`config.mk`:
```
export PLATFORM = sky130hd
export DESIGN_NAME = mmucfg_ctrl_flat
export DESIGN_NICKNAME = d
export VERILOG_FILES = /design/src/rtl/mmucfg_ctrl_if.sv /design/src/rtl/mmucfg_ctrl.sv /design/src/flat_wrapper.sv
export SDC_FILE = /design/constraint.sdc
export NUM_CORES = 1
export LEC_CHECK = 0
export ABC_AREA = 1
export CAP_MARGIN = 20
export CORE_ASPECT_RATIO = 0.7
export CORE_MARGIN = 1.5
export CORE_UTILIZATION = 45
export DETAILED_ROUTE_END_ITERATION = 10
export HOLD_SLACK_MARGIN = 0.02
export PLACE_DENSITY_LB_ADDON = 0.08
export SLEW_MARGIN = 20
export SYNTH_ARGS = -nofsm -noshare
export SYNTH_HDL_FRONTEND = slang
export SYNTH_SLANG_ARGS = --single-unit
```
`constraint.sdc`:
```
create_clock -name clock -period 4.65 [get_ports clock]
set_input_delay 1.395 -clock clock [delete_from_list [all_inputs] [get_ports clock]]
set_output_delay 1.395 -clock clock [all_outputs]
set_load 0.02 [all_outputs]
```
`src/rtl/mmucfg_ctrl_if.sv`:
```
// Config-write and translation handshake bundle for mmucfg_ctrl.
interface mmucfg_ctrl_if #(
  parameter int CTX_W  = 2,
  parameter int SMEM_W = 5
);
  logic              cfg_wr_valid;
  logic              cfg_wr_ready;
  logic [CTX_W-1:0]  cfg_wr_ctx;
  logic              cfg_wr_mmu_enable;
  logic              cfg_wr_priv;
  logic              cfg_wr_k1_64;
  logic [SMEM_W-1:0] cfg_wr_smem_ext;
  logic              xlat_req;
  logic              xlat_req_ready;
  logic              xlat_done;

  modport master (
    output cfg_wr_valid, cfg_wr_ctx, cfg_wr_mmu_enable, cfg_wr_priv,
           cfg_wr_k1_64, cfg_wr_smem_ext, xlat_req, xlat_done,
    input  cfg_wr_ready, xlat_req_ready
  );

  modport slave (
    input  cfg_wr_valid, cfg_wr_ctx, cfg_wr_mmu_enable, cfg_wr_priv,
           cfg_wr_k1_64, cfg_wr_smem_ext, xlat_req, xlat_done,
    output cfg_wr_ready, xlat_req_ready
  );
endinterface

```
`src/rtl/mmucfg_ctrl.sv`:
```
// Multi-context MMU configuration controller. Holds NUM_CTX config contexts,
// drives the live one to the MMU, and defers writes to the live context until
// all in-flight translations have retired.
module mmucfg_ctrl #(
  parameter int NUM_CTX      = 4,
  parameter int CTX_W        = (NUM_CTX > 1) ? $clog2(NUM_CTX) : 1,
  parameter int SMEM_W       = 5,
  parameter int MAX_OUT      = 8,
  parameter int CNT_W        = $clog2(MAX_OUT + 1),
  parameter int DEBUG_BYPASS = 1
) (
  input  logic              clock,
  input  logic              reset,
  input  logic [CTX_W-1:0]  active_ctx,
  input  logic              processor_in_debug_m,
  mmucfg_ctrl_if.slave      bus,
  output logic              mmu_enable_m,
  output logic              priviledge_mode_m,
  output logic              k1_64_mode_m,
  output logic [SMEM_W-1:0] smem_ext_cfg_m,
  output logic              cfg_commit,
  output logic [CNT_W-1:0]  outstanding_cnt,
  output logic              underflow_err
);

  typedef enum logic [1:0] {S_IDLE, S_DRAIN, S_COMMIT} state_t;

  state_t r_state, w_state_nxt;

  logic              r_ctx_en   [NUM_CTX];
  logic              r_ctx_priv [NUM_CTX];
  logic              r_ctx_k64  [NUM_CTX];
  logic [SMEM_W-1:0] r_ctx_smem [NUM_CTX];

  logic              r_stg_en, r_stg_priv, r_stg_k64;
  logic [SMEM_W-1:0] r_stg_smem;

  logic [CTX_W-1:0]  r_live;
  logic [CNT_W-1:0]  r_cnt, w_cnt_nxt;
  logic              r_commit, r_underflow;
  logic              r_en_m, r_priv_m, r_k64_m;
  logic [SMEM_W-1:0] r_smem_m;

  logic w_wr_ready, w_req_ready;
  logic w_wr_acc, w_wr_live, w_wr_other, w_wr_in_range;
  logic w_inc, w_dec, w_cnt_nz, w_underflow, w_switch, w_dbg_kill;

  // Handshake decode
  assign w_wr_acc      = bus.cfg_wr_valid & w_wr_ready;
  assign w_wr_in_range = (int'(bus.cfg_wr_ctx) < NUM_CTX);
  // A single-context controller always targets the live context.
  assign w_wr_live     = w_wr_acc & ((NUM_CTX == 1) | (bus.cfg_wr_ctx == r_live));
  assign w_wr_other    = w_wr_acc & ~w_wr_live & w_wr_in_range;
  assign w_inc         = bus.xlat_req & w_req_ready;
  assign w_cnt_nz      = (r_cnt != '0);
  // A retire at count 0 alongside a fresh issue pairs with that issue.
  assign w_dec         = bus.xlat_done & (w_cnt_nz | w_inc);
  assign w_underflow   = bus.xlat_done & ~w_cnt_nz & ~w_inc;
  assign w_switch      = (r_state == S_IDLE) & ~w_cnt_nz & ~w_inc & ~w_wr_acc &
                         (int'(active_ctx) < NUM_CTX);
  assign w_dbg_kill    = (DEBUG_BYPASS != 0) & processor_in_debug_m;

  // Next outstanding count after this cycle's issue/retire
  always_comb begin
    w_cnt_nxt = r_cnt;
    if (w_inc && !w_dec)      w_cnt_nxt = r_cnt + CNT_W'(1);
    else if (!w_inc && w_dec) w_cnt_nxt = r_cnt - CNT_W'(1);
  end

  // FSM state register
  always_ff @(posedge clock or negedge reset) begin
    if (!reset) r_state <= S_IDLE;
    else        r_state <= w_state_nxt;
  end

  // FSM next-state logic
  always_comb begin
    w_state_nxt = r_state;
    unique case (r_state)
      S_IDLE:   if (w_wr_live) w_state_nxt = S_DRAIN;
      S_DRAIN:  if (w_cnt_nxt == '0) w_state_nxt = S_COMMIT;
      S_COMMIT: w_state_nxt = S_IDLE;
      default:  w_state_nxt = S_IDLE;
    endcase
  end

  // FSM outputs: both channels only accept while idle
  always_comb begin
    w_wr_ready  = (r_state == S_IDLE);
    w_req_ready = (r_state == S_IDLE) && (r_cnt < CNT_W'(MAX_OUT));
  end

  assign bus.cfg_wr_ready   = w_wr_ready;
  assign bus.xlat_req_ready = w_req_ready;

  // Context storage, staging, live index, counter and status
  always_ff @(posedge clock or negedge reset) begin
    if (!reset) begin
      for (int unsigned i = 0; i < NUM_CTX; i++) begin
        r_ctx_en[i]   <= 1'b0;
        r_ctx_priv[i] <= 1'b1;
        r_ctx_k64[i]  <= 1'b0;
        r_ctx_smem[i] <= '0;
      end
      r_stg_en    <= 1'b0;
      r_stg_priv  <= 1'b1;
      r_stg_k64   <= 1'b0;
      r_stg_smem  <= '0;
      r_live      <= '0;
      r_cnt       <= '0;
      r_commit    <= 1'b0;
      r_underflow <= 1'b0;
    end else begin
      r_cnt    <= w_cnt_nxt;
      r_commit <= w_wr_other | (r_state == S_COMMIT);
      if (w_underflow) r_underflow <= 1'b1;
      if (w_switch)    r_live      <= active_ctx;
      if (w_wr_live) begin
        r_stg_en   <= bus.cfg_wr_mmu_enable;
        r_stg_priv <= bus.cfg_wr_priv;
        r_stg_k64  <= bus.cfg_wr_k1_64;
        r_stg_smem <= bus.cfg_wr_smem_ext;
      end
      if (w_wr_other) begin
        r_ctx_en[bus.cfg_wr_ctx]   <= bus.cfg_wr_mmu_enable;
        r_ctx_priv[bus.cfg_wr_ctx] <= bus.cfg_wr_priv;
        r_ctx_k64[bus.cfg_wr_ctx]  <= bus.cfg_wr_k1_64;
        r_ctx_smem[bus.cfg_wr_ctx] <= bus.cfg_wr_smem_ext;
      end else if (r_state == S_COMMIT) begin
        r_ctx_en[r_live]   <= r_stg_en;
        r_ctx_priv[r_live] <= r_stg_priv;
        r_ctx_k64[r_live]  <= r_stg_k64;
        r_ctx_smem[r_live] <= r_stg_smem;
      end
    end
  end

  // Registered live config towards the MMU, with debug enable override
  always_ff @(posedge clock or negedge reset) begin
    if (!reset) begin
      r_en_m   <= 1'b0;
      r_priv_m <= 1'b1;
      r_k64_m  <= 1'b0;
      r_smem_m <= '0;
    end else begin
      r_en_m   <= r_ctx_en[r_live] & ~w_dbg_kill;
      r_priv_m <= r_ctx_priv[r_live];
      r_k64_m  <= r_ctx_k64[r_live];
      r_smem_m <= r_ctx_smem[r_live];
    end
  end

  assign mmu_enable_m      = r_en_m;
  assign priviledge_mode_m = r_priv_m;
  assign k1_64_mode_m      = r_k64_m;
  assign smem_ext_cfg_m    = r_smem_m;
  assign cfg_commit        = r_commit;
  assign outstanding_cnt   = r_cnt;
  assign underflow_err     = r_underflow;

endmodule

```
`src/flat_wrapper.sv`:
```
// flat-port wrapper written by rule: the top's interface ports become plain ports
module mmucfg_ctrl_flat 
#(
  parameter int NUM_CTX      = 4,
  parameter int CTX_W        = (NUM_CTX > 1) ? $clog2(NUM_CTX) : 1,
  parameter int SMEM_W       = 5,
  parameter int MAX_OUT      = 8,
  parameter int CNT_W        = $clog2(MAX_OUT + 1),
  parameter int DEBUG_BYPASS = 1
)
  (clock, reset, active_ctx, processor_in_debug_m, mmu_enable_m, priviledge_mode_m, k1_64_mode_m, smem_ext_cfg_m, cfg_commit, outstanding_cnt, underflow_err, bus_cfg_wr_valid, bus_cfg_wr_ctx, bus_cfg_wr_mmu_enable, bus_cfg_wr_priv, bus_cfg_wr_k1_64, bus_cfg_wr_smem_ext, bus_xlat_req, bus_xlat_done, bus_cfg_wr_ready, bus_xlat_req_ready);
  mmucfg_ctrl_if #(.CTX_W(CTX_W), .SMEM_W(SMEM_W)) bus_i ();
  input  logic clock;
  input  logic reset;
  input  logic [CTX_W-1:0] active_ctx;
  input  logic processor_in_debug_m;
  output logic mmu_enable_m;
  output logic priviledge_mode_m;
  output logic k1_64_mode_m;
  output logic [SMEM_W-1:0] smem_ext_cfg_m;
  output logic cfg_commit;
  output logic [CNT_W-1:0] outstanding_cnt;
  output logic underflow_err;
  input wire logic [$bits(bus_i.cfg_wr_valid)-1:0] bus_cfg_wr_valid;
  input wire logic [$bits(bus_i.cfg_wr_ctx)-1:0] bus_cfg_wr_ctx;
  input wire logic [$bits(bus_i.cfg_wr_mmu_enable)-1:0] bus_cfg_wr_mmu_enable;
  input wire logic [$bits(bus_i.cfg_wr_priv)-1:0] bus_cfg_wr_priv;
  input wire logic [$bits(bus_i.cfg_wr_k1_64)-1:0] bus_cfg_wr_k1_64;
  input wire logic [$bits(bus_i.cfg_wr_smem_ext)-1:0] bus_cfg_wr_smem_ext;
  input wire logic [$bits(bus_i.xlat_req)-1:0] bus_xlat_req;
  input wire logic [$bits(bus_i.xlat_done)-1:0] bus_xlat_done;
  output wire logic [$bits(bus_i.cfg_wr_ready)-1:0] bus_cfg_wr_ready;
  output wire logic [$bits(bus_i.xlat_req_ready)-1:0] bus_xlat_req_ready;
  assign bus_i.cfg_wr_valid = bus_cfg_wr_valid;
  assign bus_i.cfg_wr_ctx = bus_cfg_wr_ctx;
  assign bus_i.cfg_wr_mmu_enable = bus_cfg_wr_mmu_enable;
  assign bus_i.cfg_wr_priv = bus_cfg_wr_priv;
  assign bus_i.cfg_wr_k1_64 = bus_cfg_wr_k1_64;
  assign bus_i.cfg_wr_smem_ext = bus_cfg_wr_smem_ext;
  assign bus_i.xlat_req = bus_xlat_req;
  assign bus_i.xlat_done = bus_xlat_done;
  assign bus_cfg_wr_ready = bus_i.cfg_wr_ready;
  assign bus_xlat_req_ready = bus_i.xlat_req_ready;
  mmucfg_ctrl #(.NUM_CTX(NUM_CTX), .CTX_W(CTX_W), .SMEM_W(SMEM_W), .MAX_OUT(MAX_OUT), .CNT_W(CNT_W), .DEBUG_BYPASS(DEBUG_BYPASS)) u_core (.clock(clock), .reset(reset), .active_ctx(active_ctx), .processor_in_debug_m(processor_in_debug_m), .bus(bus_i), .mmu_enable_m(mmu_enable_m), .priviledge_mode_m(priviledge_mode_m), .k1_64_mode_m(k1_64_mode_m), .smem_ext_cfg_m(smem_ext_cfg_m), .cfg_commit(cfg_commit), .outstanding_cnt(outstanding_cnt), .underflow_err(underflow_err));
endmodule
```
==> impl_metrics.json <==
{
  "ant_nets": 0,
  "rsz0062_at_grt": "no",
  "violations": "design-rule violations",
  "tightest_slew_ns": 0.625,
  "finalHoldViolCount": 0,
  "synth_edf_count": 0,
  "grt_max_degree": 47,
  "skew_ns": 0.00552,
  "fin_ws_ns": 1.56,
  "synth_common_cells": "nand2_1 (132), dfrtp_1 (52), inv_1 (33), o22ai_1 (33), o21ai_1 (18)",
  "antenna_found_initial": 0,
  "synth.avg_cell_area_um2": 8.22,
  "clkTransAtPathRegs_ns": 0.07,
  "crit_fanout": 3,
  "cts_sinks": 58,
  "yosysTopAreaCell": "dfrtp_1",
  "place_ws_ns": 1.54,
  "ys_async_sr_fraction": 1.00,
  "ys_seq_area_frac": 0.506,
  "critPathLaunch": "u_core.r_state[0]",
  "final_core_utilization": 0.561,
  "drv_cap": 0,
  "synthFlopType": "dfrtp_1",
  "ys_warn_count": 0,
  "yosysTopAreaCellShare": 0.451,
  "cts_resized": 0,
  "antenna-diode-count": 0,
  "period_minus_slack_ns": 3.09,
  "avgRoutedWirePerCell_um": 15.8,
  "syn_inst": 351,
  "status": "finished with violations",
  "min-delay-start": "u_core.r_stg_priv",
  "die-area_mm2": 0.00691,
  "grtUsageTotal": 0.234,
  "syn_area_mm2": 0.00289,
  "die_h_um": 70.0,
  "cp-end-kind": "output pin",
  "gp_congestion": 0.938,
  "worstPathRequired_ns": 3.25,
  "grt_pass1_vias": 2422,
  "grt_pass1_wl_mm": 12.3,
  "fp-row-count": 24,
  "viasPerCell": 5.40,
  "worstPathArrival_ns": 1.70,
  "critPathLaunchType": "register",
  "drt_first_pass_iters": 8,
  "dp_hpwl_mm": 5.37,
  "routed_wl_mm": 7.47,
  "drive_gt1_frac": 0.102,
  "fillCellCount": 575,
  "drcViolationCount": 3,
  "ys_ff_latch": 58,
  "grt_overflow": 0,
  "setup_viol": 0,
  "cts_tree": "done",
  "pin_count": 34,
  "vias": 2549,
  "drv_slew": 0,
  "slew_headroom": 0.583,
  "cts_buffers": 9,
  "port_buffers": 33,
  "fmax_mhz": 324,
  "synth_cell_type_count": 30,
  "core-area_mm2": 0.00622,
  "area_growth_pct": 20.8,
  "leakagePower_uw": 0.00164,
  "synth.most_common_cell": "nand2_1",
  "total_power_uw": 2470,
  "synth_fp_nets": 372,
  "r2r-start": "u_core.r_live[0]",
  "hp-class": "register to register",
  "cts_root_buf": "clkbuf_8",
  "vdd_drop_max_mv": 0.292,
  "die_w_um": 98.7,
  "initial_core_util": 0.464,
  "drt_iter0_drc": 201,
  "clock_latency_ns": 0.33,
  "hold_buffers": 0,
  "crit_type": "register to output pin",
  "cts_setup_buffers": 0,
  "htree_levels": 3,
  "synth_area_leaders": "dfrtp_1 (45%), nand2_1 (17%), o22ai_1 (7.2%)",
  "clock_path_buffers": 2,
  "fin_crit_sh": 0.665,
  "p_per_area_mw_per_mm2": 709,
  "nNetsFinal": 410,
  "setup_tns_ns": 0
}
-- metrics by stage --
stage / hold slack [ns] / area [µm²] / cells
after CTS: 0.475 / 3480 / 472
after floorplan: 0.442 / 2890 / 351
after global placement: 0.457 / 3260 / 456
after detailed placement: 0.462 / 3260 / 456
final: 0.474 / 3480 / 472
after global routing: 0.492 / 3480 / 472
-- worst max-delay path, cell delays in order, from the launching register on --
cell and delay (ns):
dfrtp_1 0.37, inv_1 0.09, nand2_1 0.13, nor2_1 0.15, clkdlybuf4s50_1 0.62
-- per-layer routing --
| layer | wire length (µm) | vias to the layer above | track usage |
|---|---|---|---|
| li1 | - | 1236 | - |
| met1 | 3820 | 1181 | 0.365 |
| met2 | 2820 | 116 | 0.297 |
| met3 | 733 | 16 | 0.0861 |
| met4 | 93 | 0 | 0.0683 |
| met5 | 0 | - | 0 |
-- final cells by class --
class                      instances  area, µm²  area share
sequential                        58       1460       0.419
multi-input combinational        245       1220       0.350
timing repair buffer              34        335      0.0962
inverter                          41        154      0.0442
clock buffer                      11        141      0.0406
tap                               78       97.6      0.0280
clock inverter                     5       77.6      0.0223
-- cells by family (layout without fill, tap and decap cells) --
family / count (synthesis) / in the layout / share of synthesized area
XOR/XNOR: 4 / 4 / 0.0147
AO/OA/AOI/OAI: 74 / 74 / 0.166
flip-flops: 58 / 58 / 0.506
AND/OR/NAND/NOR: 164 / 164 / 0.229
adder cells (fa/ha/maj): 3 / 3 / 0.0130
buffers and inverters: 48 / 91 / 0.0716
-- state kept, by name, summed over array words and instances (netlist names) --
| name | count |
|---|---|
| u_core.cfg_commit | 1 |
| u_core.k1_64_mode_m | 1 |
| u_core.mmu_enable_m | 1 |
| u_core.outstanding_cnt | 4 |
| u_core.priviledge_mode_m | 1 |
| u_core.r_ctx_en | 4 |
| u_core.r_ctx_k64 | 4 |
| u_core.r_ctx_priv | 4 |
| u_core.r_ctx_smem | 20 |
| u_core.r_live | 2 |
| u_core.r_state | 2 |
| u_core.r_stg_en | 1 |
| u_core.r_stg_k64 | 1 |
| u_core.r_stg_priv | 1 |
| u_core.r_stg_smem | 5 |
| u_core.smem_ext_cfg_m | 5 |
| u_core.underflow_err | 1 |
-- final timing paths --
| path | endpoint | slack (ns) | cells past startpoint |
|---|---|---|---|
| hold / removal | u_core.r_stg_priv | 0.47 | 2 |
| hold reg to reg | u_core.r_stg_priv | 0.47 | 2 |
| setup reg to reg | u_core.mmu_enable_m | 2.79 | 5 |
| max in group asynchronous | u_core.r_ctx_priv[2] | 2.91 | 2 |
| min in group asynchronous | u_core.outstanding_cnt[3] | 1.06 | 1 |
| setup / recovery | bus_xlat_req_ready | 1.56 | 4 |
-- report_power, final --
| group | switching [µW] | total, µW | internal, µW | leakage [µW] |
|---|---|---|---|---|
| clock | 199 | 514 | 315 | 0.000109 |
| sequential | 114 | 846 | 731 | 0.000745 |
| combinational | 731 | 1110 | 378 | 0.000785 |
| total | 1050 | 2470 | 1420 | 0.00164 |
-- placed cells by master (no fill, tap or decap), drive strengths merged --
cell type      synthesis  routed
nand2                135     135
dfrtp                 52      52
inv                   40      40
o22ai                 33      33
clkdlybuf4s50          0      32
o21ai                 22      22
nor2                  17      17
nand3                 12      12
clkbuf                 2      11
a22oi                  7       7
o221ai                 7       7
dfstp                  6       6
a21oi                  3       3
ha                     3       3
clkinv                 1       3
xor2                   2       2
bufinv                 0       2
buf                    5       2
xnor2                  2       2
a221oi                 1       1
a41o                   1       1
clkinvlp               0       1
(Power assumes the default switching activity.)
